File: config.mk
export PLATFORM = sky130hd
export DESIGN_NAME = ip_dispatch_pipe
export DESIGN_NICKNAME = d
export VERILOG_FILES = /design/src/rtl/ip_dispatch_pipe.sv
export SDC_FILE = /design/constraint.sdc
export NUM_CORES = 1
export LEC_CHECK = 0
export BUFFER_PORTS_ARGS = -buffer_cell sky130_fd_sc_hd__buf_2
export CAP_MARGIN = 10
export CELL_PAD_IN_SITES_DETAIL_PLACEMENT = 0
export CELL_PAD_IN_SITES_GLOBAL_PLACEMENT = 1
export CORE_AREA = 2 2 136 138
export CTS_BUF_LIST = sky130_fd_sc_hd__clkbuf_4 sky130_fd_sc_hd__clkbuf_8 sky130_fd_sc_hd__clkbuf_16
export DETAILED_ROUTE_END_ITERATION = 10
export DIE_AREA = 0 0 138 140
export PLACE_DENSITY = 0.76
export SLEW_MARGIN = 40
export SYNTH_ARGS = -nofsm -noshare
export SYNTH_HDL_FRONTEND = slang
export SYNTH_SLANG_ARGS = --single-unit
File: constraint.sdc
create_clock -name clk -period 2.5 [get_ports clk]
set_input_delay 0.5 -clock clk [delete_from_list [all_inputs] [get_ports clk]]
set_output_delay 0.5 -clock clk [all_outputs]
set_load 0.01 [all_outputs]
File: src/rtl/ip_dispatch_pipe.sv
// Five-stage command dispatcher: fetch/decode instruction words, optionally read
// data memory, and hand the result to one of NUM_CH accelerator channels.
module ip_dispatch_pipe #(
    parameter int DATA_W = 32,
    parameter int ADDR_W = 20,
    parameter int PC_W   = 32,
    parameter int NUM_CH = 2,
    parameter int CH_W   = 1,
    parameter logic [PC_W-1:0] RESET_PC = '0
) (
    input  logic              clk,
    input  logic              rst,
    input  logic              run,
    input  logic              start,
    input  logic [PC_W-1:0]   start_pc,
    output logic              imem_en,
    output logic [PC_W-3:0]   imem_addr,
    input  logic [31:0]       imem_rdata,
    output logic              dmem_en,
    output logic [ADDR_W-1:0] dmem_addr,
    input  logic [DATA_W-1:0] dmem_rdata,
    output logic [NUM_CH-1:0] ip_valid,
    input  logic [NUM_CH-1:0] ip_ready,
    output logic [DATA_W-1:0] ip_data,
    output logic              halted,
    output logic              idle,
    output logic [PC_W-1:0]   pc_out,
    output logic [15:0]       sent_count,
    output logic              bad_ch
);
    localparam int STAGES = 4;  // D, E, M, O
    localparam logic [5:0] OP_LOAD = 6'h01;
    localparam logic [5:0] OP_SEND = 6'h02;
    localparam logic [5:0] OP_HALT = 6'h3F;

    logic [PC_W-1:0]   pc;
    logic [STAGES:1]   vld_pipe;
    logic              e_load, m_load;
    logic [ADDR_W-1:0] e_addr, m_addr;
    logic [CH_W-1:0]   e_ch, m_ch, o_ch;
    logic [DATA_W-1:0] o_data, m_result;

    logic              stall, fetch, xfer, halt_d, d_is_send, d_bad, d_send;
    logic [5:0]        d_op;
    logic [ADDR_W-1:0] d_addr;
    logic [CH_W-1:0]   d_ch;
    logic [NUM_CH-1:0] o_sel;
    logic              unused_bits;

    assign d_op      = imem_rdata[30:25];
    assign d_addr    = imem_rdata[5+ADDR_W-1:5];
    assign d_ch      = imem_rdata[CH_W-1:0];
    assign d_is_send = (d_op == OP_LOAD) || (d_op == OP_SEND);
    // Out-of-range channels are dropped in D so O never sees an unselectable channel.
    assign d_bad     = vld_pipe[1] && d_is_send && (32'(d_ch) >= 32'(NUM_CH));
    assign d_send    = vld_pipe[1] && d_is_send && !d_bad;

    always_comb begin
        o_sel = '0;
        for (int i = 0; i < NUM_CH; i++)
            o_sel[i] = vld_pipe[STAGES] && (32'(o_ch) == 32'(i));
    end

    assign xfer   = |(o_sel & ip_ready);
    assign stall  = vld_pipe[STAGES] && !xfer;
    assign halt_d = vld_pipe[1] && (d_op == OP_HALT) && !stall;
    assign fetch  = run && !halted && !stall && !rst;

    assign imem_en   = fetch;
    assign imem_addr = pc[PC_W-1:2];
    assign dmem_en   = vld_pipe[2] && e_load && !stall && !rst;
    assign dmem_addr = e_addr;
    assign m_result  = m_load ? dmem_rdata : DATA_W'(m_addr);

    assign ip_valid = o_sel;
    assign ip_data  = o_data;
    assign pc_out   = pc;
    assign idle     = halted && !(|vld_pipe);

    assign unused_bits = ^{imem_rdata, pc[1:0]};

    always_ff @(posedge clk) begin
        if (rst) begin
            pc         <= RESET_PC;
            halted     <= 1'b0;
            vld_pipe   <= '0;
            e_load     <= 1'b0;
            e_addr     <= '0;
            e_ch       <= '0;
            m_load     <= 1'b0;
            m_addr     <= '0;
            m_ch       <= '0;
            o_data     <= '0;
            o_ch       <= '0;
            sent_count <= '0;
            bad_ch     <= 1'b0;
        end else begin
            if (d_bad) bad_ch <= 1'b1;
            if (xfer) sent_count <= sent_count + 16'd1;

            if (halted) begin
                if (start) begin
                    halted <= 1'b0;
                    pc     <= start_pc;
                end
            end else if (halt_d) begin
                halted <= 1'b1;
            end else if (fetch) begin
                pc <= pc + PC_W'(4);
            end

            // Whole pipe advances together; the instruction fetched alongside HALT is squashed.
            if (!stall) begin
                vld_pipe <= {vld_pipe[STAGES-1:2], d_send, fetch && !halt_d};
                if (d_send) begin
                    e_load <= (d_op == OP_LOAD);
                    e_addr <= d_addr;
                    e_ch   <= d_ch;
                end
                if (vld_pipe[2]) begin
                    m_load <= e_load;
                    m_addr <= e_addr;
                    m_ch   <= e_ch;
                end
                if (vld_pipe[3]) begin
                    o_data <= m_result;
                    o_ch   <= m_ch;
                end
            end
        end
    end
endmodule

Yosys cells after proc, flatten, opt, wreduce, memory -nomap -nowiden
Index checks and enable logic that the tools add are counted.
{"block": "totals", "regBits": 130, "inputBits": 102}
{"block": "op_classes", "addsub": 2, "eq_ne": 5, "n_mux": 8, "bitwise_logic": 3, "n_reduce_logical": 28}
{"operator": "32-bit two-way mux", "count": 5}
{"operator": "32-bit by 3-bit adder with 32-bit output, second input constant", "count": 1}
{"operator": "16-bit by 1-bit adder with 16-bit output, second input constant", "count": 1}
{"operator": "1-bit logical AND", "count": 14}
{"operator": "6-bit by 1-bit == test with 1-bit output, second input constant", "count": 1}
{"operator": "6-bit by 2-bit == test with 1-bit output, second input constant", "count": 1}
{"operator": "6-bit == test, second input constant", "count": 1}
{"operator": "1-bit logical NOT", "count": 6}
{"operator": "2-bit AND reduction", "count": 3}
{"operator": "2-bit != test, second input constant", "count": 2}
{"operator": "4-bit OR reduction", "count": 1}
{"operator": "1-bit two-way mux", "count": 3}
{"operator": "3-bit AND reduction", "count": 1}
{"operator": "2-bit AND", "count": 1}
{"operator": "1-bit inverter", "count": 2}
{"operator": "2-bit nonzero test", "count": 1}
{"operator": "2-bit OR reduction", "count": 1}
{"operator": "1-bit logical OR", "count": 1}

Longest topological paths before layout
{"block": "depth", "ltp_word": 12, "depth_mapped": 7}

Least setup slack after synthesis
Ideal clock, no wire load.
{"block": "synth_path", "path_kind": "input -> register", "startpoint": "in imem_rdata[28]", "endpoint": "reg e_addr[0] (netlist: dmem_addr[0])", "setup_ns": 0.128, "arrival_ns": 2.060, "t_required_ns": 2.372, "slack_ns": 0.312, "path_stages": 6, "path_buffers": 1, "cell_sequence": "or4b_4 > a2111oi_4 > a21boi_4 > buf_12 > mux2i_1 > nor2_1"}
{"block": "synth_via", "elab_chain_cells": 4}
{"element": "start, declared", "line": "18", "text": "input logic [31:0] imem_rdata,"}
{"element": "6-bit by 1-bit == test with 1-bit output or 6-bit by 2-bit == test with 1-bit output (tied branches)", "line": "53", "text": "assign d_is_send = (d_op == OP_LOAD) || (d_op == OP_SEND);"}
{"element": "1-bit logical OR (*)", "line": "53"}
{"element": "1-bit logical AND (*)", "line": "56", "text": "assign d_send = vld_pipe[1] && d_is_send && !d_bad;"}
{"element": "2-bit AND reduction (no line) (*)"}
{"element": "end signal, assigned", "line": "117", "text": "e_addr <= d_addr;"}
{"element": "end, declared", "line": "39", "text": "logic [ADDR_W-1:0] e_addr, m_addr;"}
Mark *: on every way between the ends. The rest lies on a longest branch, timed or not.
A chain may end at the register's enable or synchronous reset.

Final worst setup path
{"block": "layout_path", "startpoint": "reg o_ch", "endpoint": "out dmem_en"}
{"block": "layout_via", "elab_chain_cells": 9}
{"element": "start, declared", "line": "40", "text": "logic [CH_W-1:0] e_ch, m_ch, o_ch;"}
{"element": "start signal, assigned", "line": "127", "text": "o_ch <= m_ch;"}
{"element": "1-bit inverter", "line": "61", "text": "o_sel[i] = vld_pipe[STAGES] && (32'(o_ch) == 32'(i));"}
{"element": "1-bit logical AND", "line": "61"}
{"element": "2-bit AND (*)", "line": "64", "text": "assign xfer = |(o_sel & ip_ready);"}
{"element": "2-bit OR reduction (*)", "line": "64"}
{"element": "1-bit logical NOT (*)", "line": "65", "text": "assign stall = vld_pipe[STAGES] && !xfer;"}
{"element": "1-bit logical AND (*)", "line": "65"}
{"element": "1-bit logical NOT (*)"}
{"element": "1-bit logical AND (*) (2 in series)", "line": "71", "text": "assign dmem_en = vld_pipe[2] && e_load && !stall && !rst;"}
{"element": "end, declared", "line": "19", "text": "output logic dmem_en,"}
Marks and branches as above.

==> results.md <==
* Maximum root-to-sink buffer count at 2
* Port-buffer cells at about 230
* Max_cap viols at 0
* Cts hold-fix bufs at 0
* DRC violations left at 0
* Worst-Margin Slew at 0.810 ns
* Hold WC Path Type: in2reg
* VDD IR max at around 0.00046 V
* Largest net degree at the start of global routing at 75
* Synth top area cells: dfxtp_1 (43%), mux2i_1 (7.0%), nand2_1 (6.4%)
* Max stage delay cell, worst path: dfxtp_4
* P per Cell Area at a little under 600 nW/um^2
* Area of the multi-input gates at 3030 sq um
* HPWL Detailed at around 13000 um
* Top-area cell type share of the netlist area at 0.426
* Clock transition at path regs at 0.06 ns
* Final std cells w/o fill at 1166
* Post-Route Utilization at 0.444
* I/O pins at 239
* Nets at between 1000 and 1500
* FF-to-FF Start: vld_pipe[1]
* Wire length per cell at roughly 16 um
* Top_reg_cell synth: dfxtp_1
* Asr flop ratio synth at 0
* Critical Path Start: o_ch
* Crit path to: dmem_en
* Fillers at 1900
* CTS H-Tree Depth at 4
* CP arrival at 1.87 ns
* Total die area at ~19000 sq um
* Setup bufs post-CTS at 0
* Reg area at between 2000 and 3000 sq um
* Synth Cell Area at a little over 6000 sq um
* Post-synth EDFFs at 0
* Sequential element share of the synthesized area at 0.426
* Initial core utilization at 0.344
* Die extent in x at 138 um
* Syn nets at about 840
* Mean post-synth cell area at ~8.4 sq um
* Placeable Area at about 18000 sq um
* CP required at 2.00 ns
* Final WL at ~18000 um
* Worst Path Max Fanout at 5
* Status: finished, final reports clean
* Final worst path period share at 0.946
* Final-report max-slew violation count at 0
* Final min period at 2.37 ns
* TritonCTS clock tree: yes
* Crit Path Category: reg2out
* FF-to-FF path depth at 6
* RSZ-0062 raised after global routing: false
* Syn Inst Count at 731
* Vias at 5849
* First-pass iteration count of the detailed router at 6
* TritonCTS buffer count at 17
* #FFs+latches synth at between 100 and 150
* Slew HR at 0.460
* Reg2reg setup slack at 0.34 ns
* Crit-path cells: mux2i_4 -> buf_4 -> nand2_2 -> and2_1 -> and3_1 -> buf_2
* Clock tree skew after final layout at between 0.01 and 0.015 ns
* Inst Count DP at 1133
* Clock latency on the worst-skew pair at 0.41 ns
* Layout cells sized above 1 at 0.324
* Die height at about 140 um
* Type of origin of the critical path: flop
* Final setup vio count at 0
* Via density at approximately 5.0
* Detail Route Antenna Nets at 0
* Crit-path max cell delay at ~0.38 ns
* Clock root cell: clkbuf_16
* Vias in the first global route at 5509
* Worst setup EP type: output port
* Clock Sinks at 130
* Netlist cell types at 60
* Overflow left after global routing at 0
* Final Hold Fails at 0
* Global-route wire length before repair at roughly 29000 um
* R2R Path End: dmem_addr[6]
* Synth area leader: dfxtp_1
* Max Clock Freq at 423 MHz
* Drt initial violations at between 300 and 400
* RD Place Congestion at roughly 0.81
* Initial antenna violation count at 2
* Rows at 49
* Leak Pwr at 3.24 nW
* Warnings, synthesis at 0
* Layout area overhead at 29.0%
* GRT Total Usage at 0.186
## final cells by class
type,count,area share
multi-input cells,512,0.385
flip-flops and latches,130,0.331
repair buffers,255,0.173
clock buffers,19,0.0574
well taps,229,0.0363
clock inverters,12,0.0141
inverters,7,0.00333
diodes,2,0.000635
## critical path: cells and delay by family, from the launching register on
family / cells / cell delay (ns)
multiplexers: 1 / 0.24
buffers and inverters: 2 / 0.34
flip-flops: 1 / 0.38
AND/OR/NAND/NOR: 3 / 0.49
## state kept, by name, summed over array words and instances, names as in the netlist
| name | count |
|---|---|
| halted | 1 |
| m_load | 1 |
| e_ch | 1 |
| pc_out | 32 |
| e_load | 1 |
| m_addr | 20 |
| sent_count | 16 |
| vld_pipe | 4 |
| o_ch | 1 |
| ip_data | 32 |
| m_ch | 1 |
| dmem_addr | 20 |
## how the worst min path moves through the flow
stage                    from  slack, ns  depth (start not counted)             to
2_1_floorplan            e_ch       0.43                          2           m_ch
3_3_place_gp      ip_data[27]       0.43                          2    ip_data[27]
4_1_cts        imem_rdata[21]       0.31                          3  dmem_addr[16]
6_report       imem_rdata[21]       0.33                          3  dmem_addr[16]
5_1_grt        imem_rdata[14]       0.32                          3   dmem_addr[9]
3_5_place_dp      ip_data[23]       0.44                          2    ip_data[23]
## cell families (layout without fill, tap and decap cells)
group / Yosys count / count (layout) / share of synthesized area
simple gates: 275 / 275 / 0.208
buf+inv: 89 / 293 / 0.0808
mux: 45 / 45 / 0.0759
flops: 130 / 130 / 0.426
xor+xnor: 12 / 12 / 0.0172
compound gates: 177 / 177 / 0.187
fa+ha+maj: 2 / 2 / 0.00409
other cells: 1 / 3 / 0.000613
## power by group
group | switching [mW] | leakage (nW) | internal, mW
clock network | 0.956 | 0.271 | 1.42
registers | 0.00370 | 1.05 | 2.08
logic | 0.109 | 1.92 | 0.0877
total | 1.07 | 3.24 | 3.58
## through the flow
stage               total power, mW  TNS [ns]  hold slack (ns)  setup WS [ns]  area, sq um
finish                         4.65         0            0.327          0.134         7890
global route                   4.81         0            0.322         0.0180         7890
CTS                            4.71         0            0.306         0.0148         7880
detailed placement             2.32         0            0.444         0.0908         7310
global placement               2.32    -0.117            0.435        -0.0664         7310
floorplan                      2.20         0            0.431          0.312         6110
## timing repair
item | in CTS | in global routing
endpoints found under the setup margin | 1 | 1
pin swaps | 0 | 0
gates resized for setup | 1 | 2
hold endpoints to repair | 0 | 0
## synth_stat cells (2+ instances only)
library cell,instances
dfxtp_1,130
a22o_1,3
ha_1,2
o22ai_1,4
nand3_1,34
and4_1,9
buf_2,5
a21oi_1,72
inv_1,6
o21ai_0,25
a31oi_1,3
xnor2_1,4
nor3_1,6
buf_12,2
nand2_1,105
buf_4,32
o31ai_1,5
a211oi_1,36
mux2i_1,43
a32o_1,2
buf_1,5
a31o_2,2
xor2_1,8
nand4_1,18
and2_1,5
nor2_1,73
o41ai_1,3
a21o_1,5
and3_1,8
clkbuf_1,37
or3_1,7
nand2b_1,2
a41o_1,3
## layout by cell type (no fill, tap or decap), types with 18 or more instances in the layout
cell / count
a211oi_1: 36
a21oi_1: 72
buf_2: 231
buf_4: 22
dfxtp_1: 127
mux2i_1: 43
nand2_1: 104
nand3_1: 34
nand4_1: 18
nor2_1: 73
o21ai_0: 25
## layer usage
layer	routed length, um	track usage	vias to the layer above
li1	-	-	2963
met1	8710	0.258	2696
met2	8160	0.284	173
met3	1080	0.0475	17
met4	299	0.0564	0
met5	0	0	-
(Power assumes the default switching activity.)
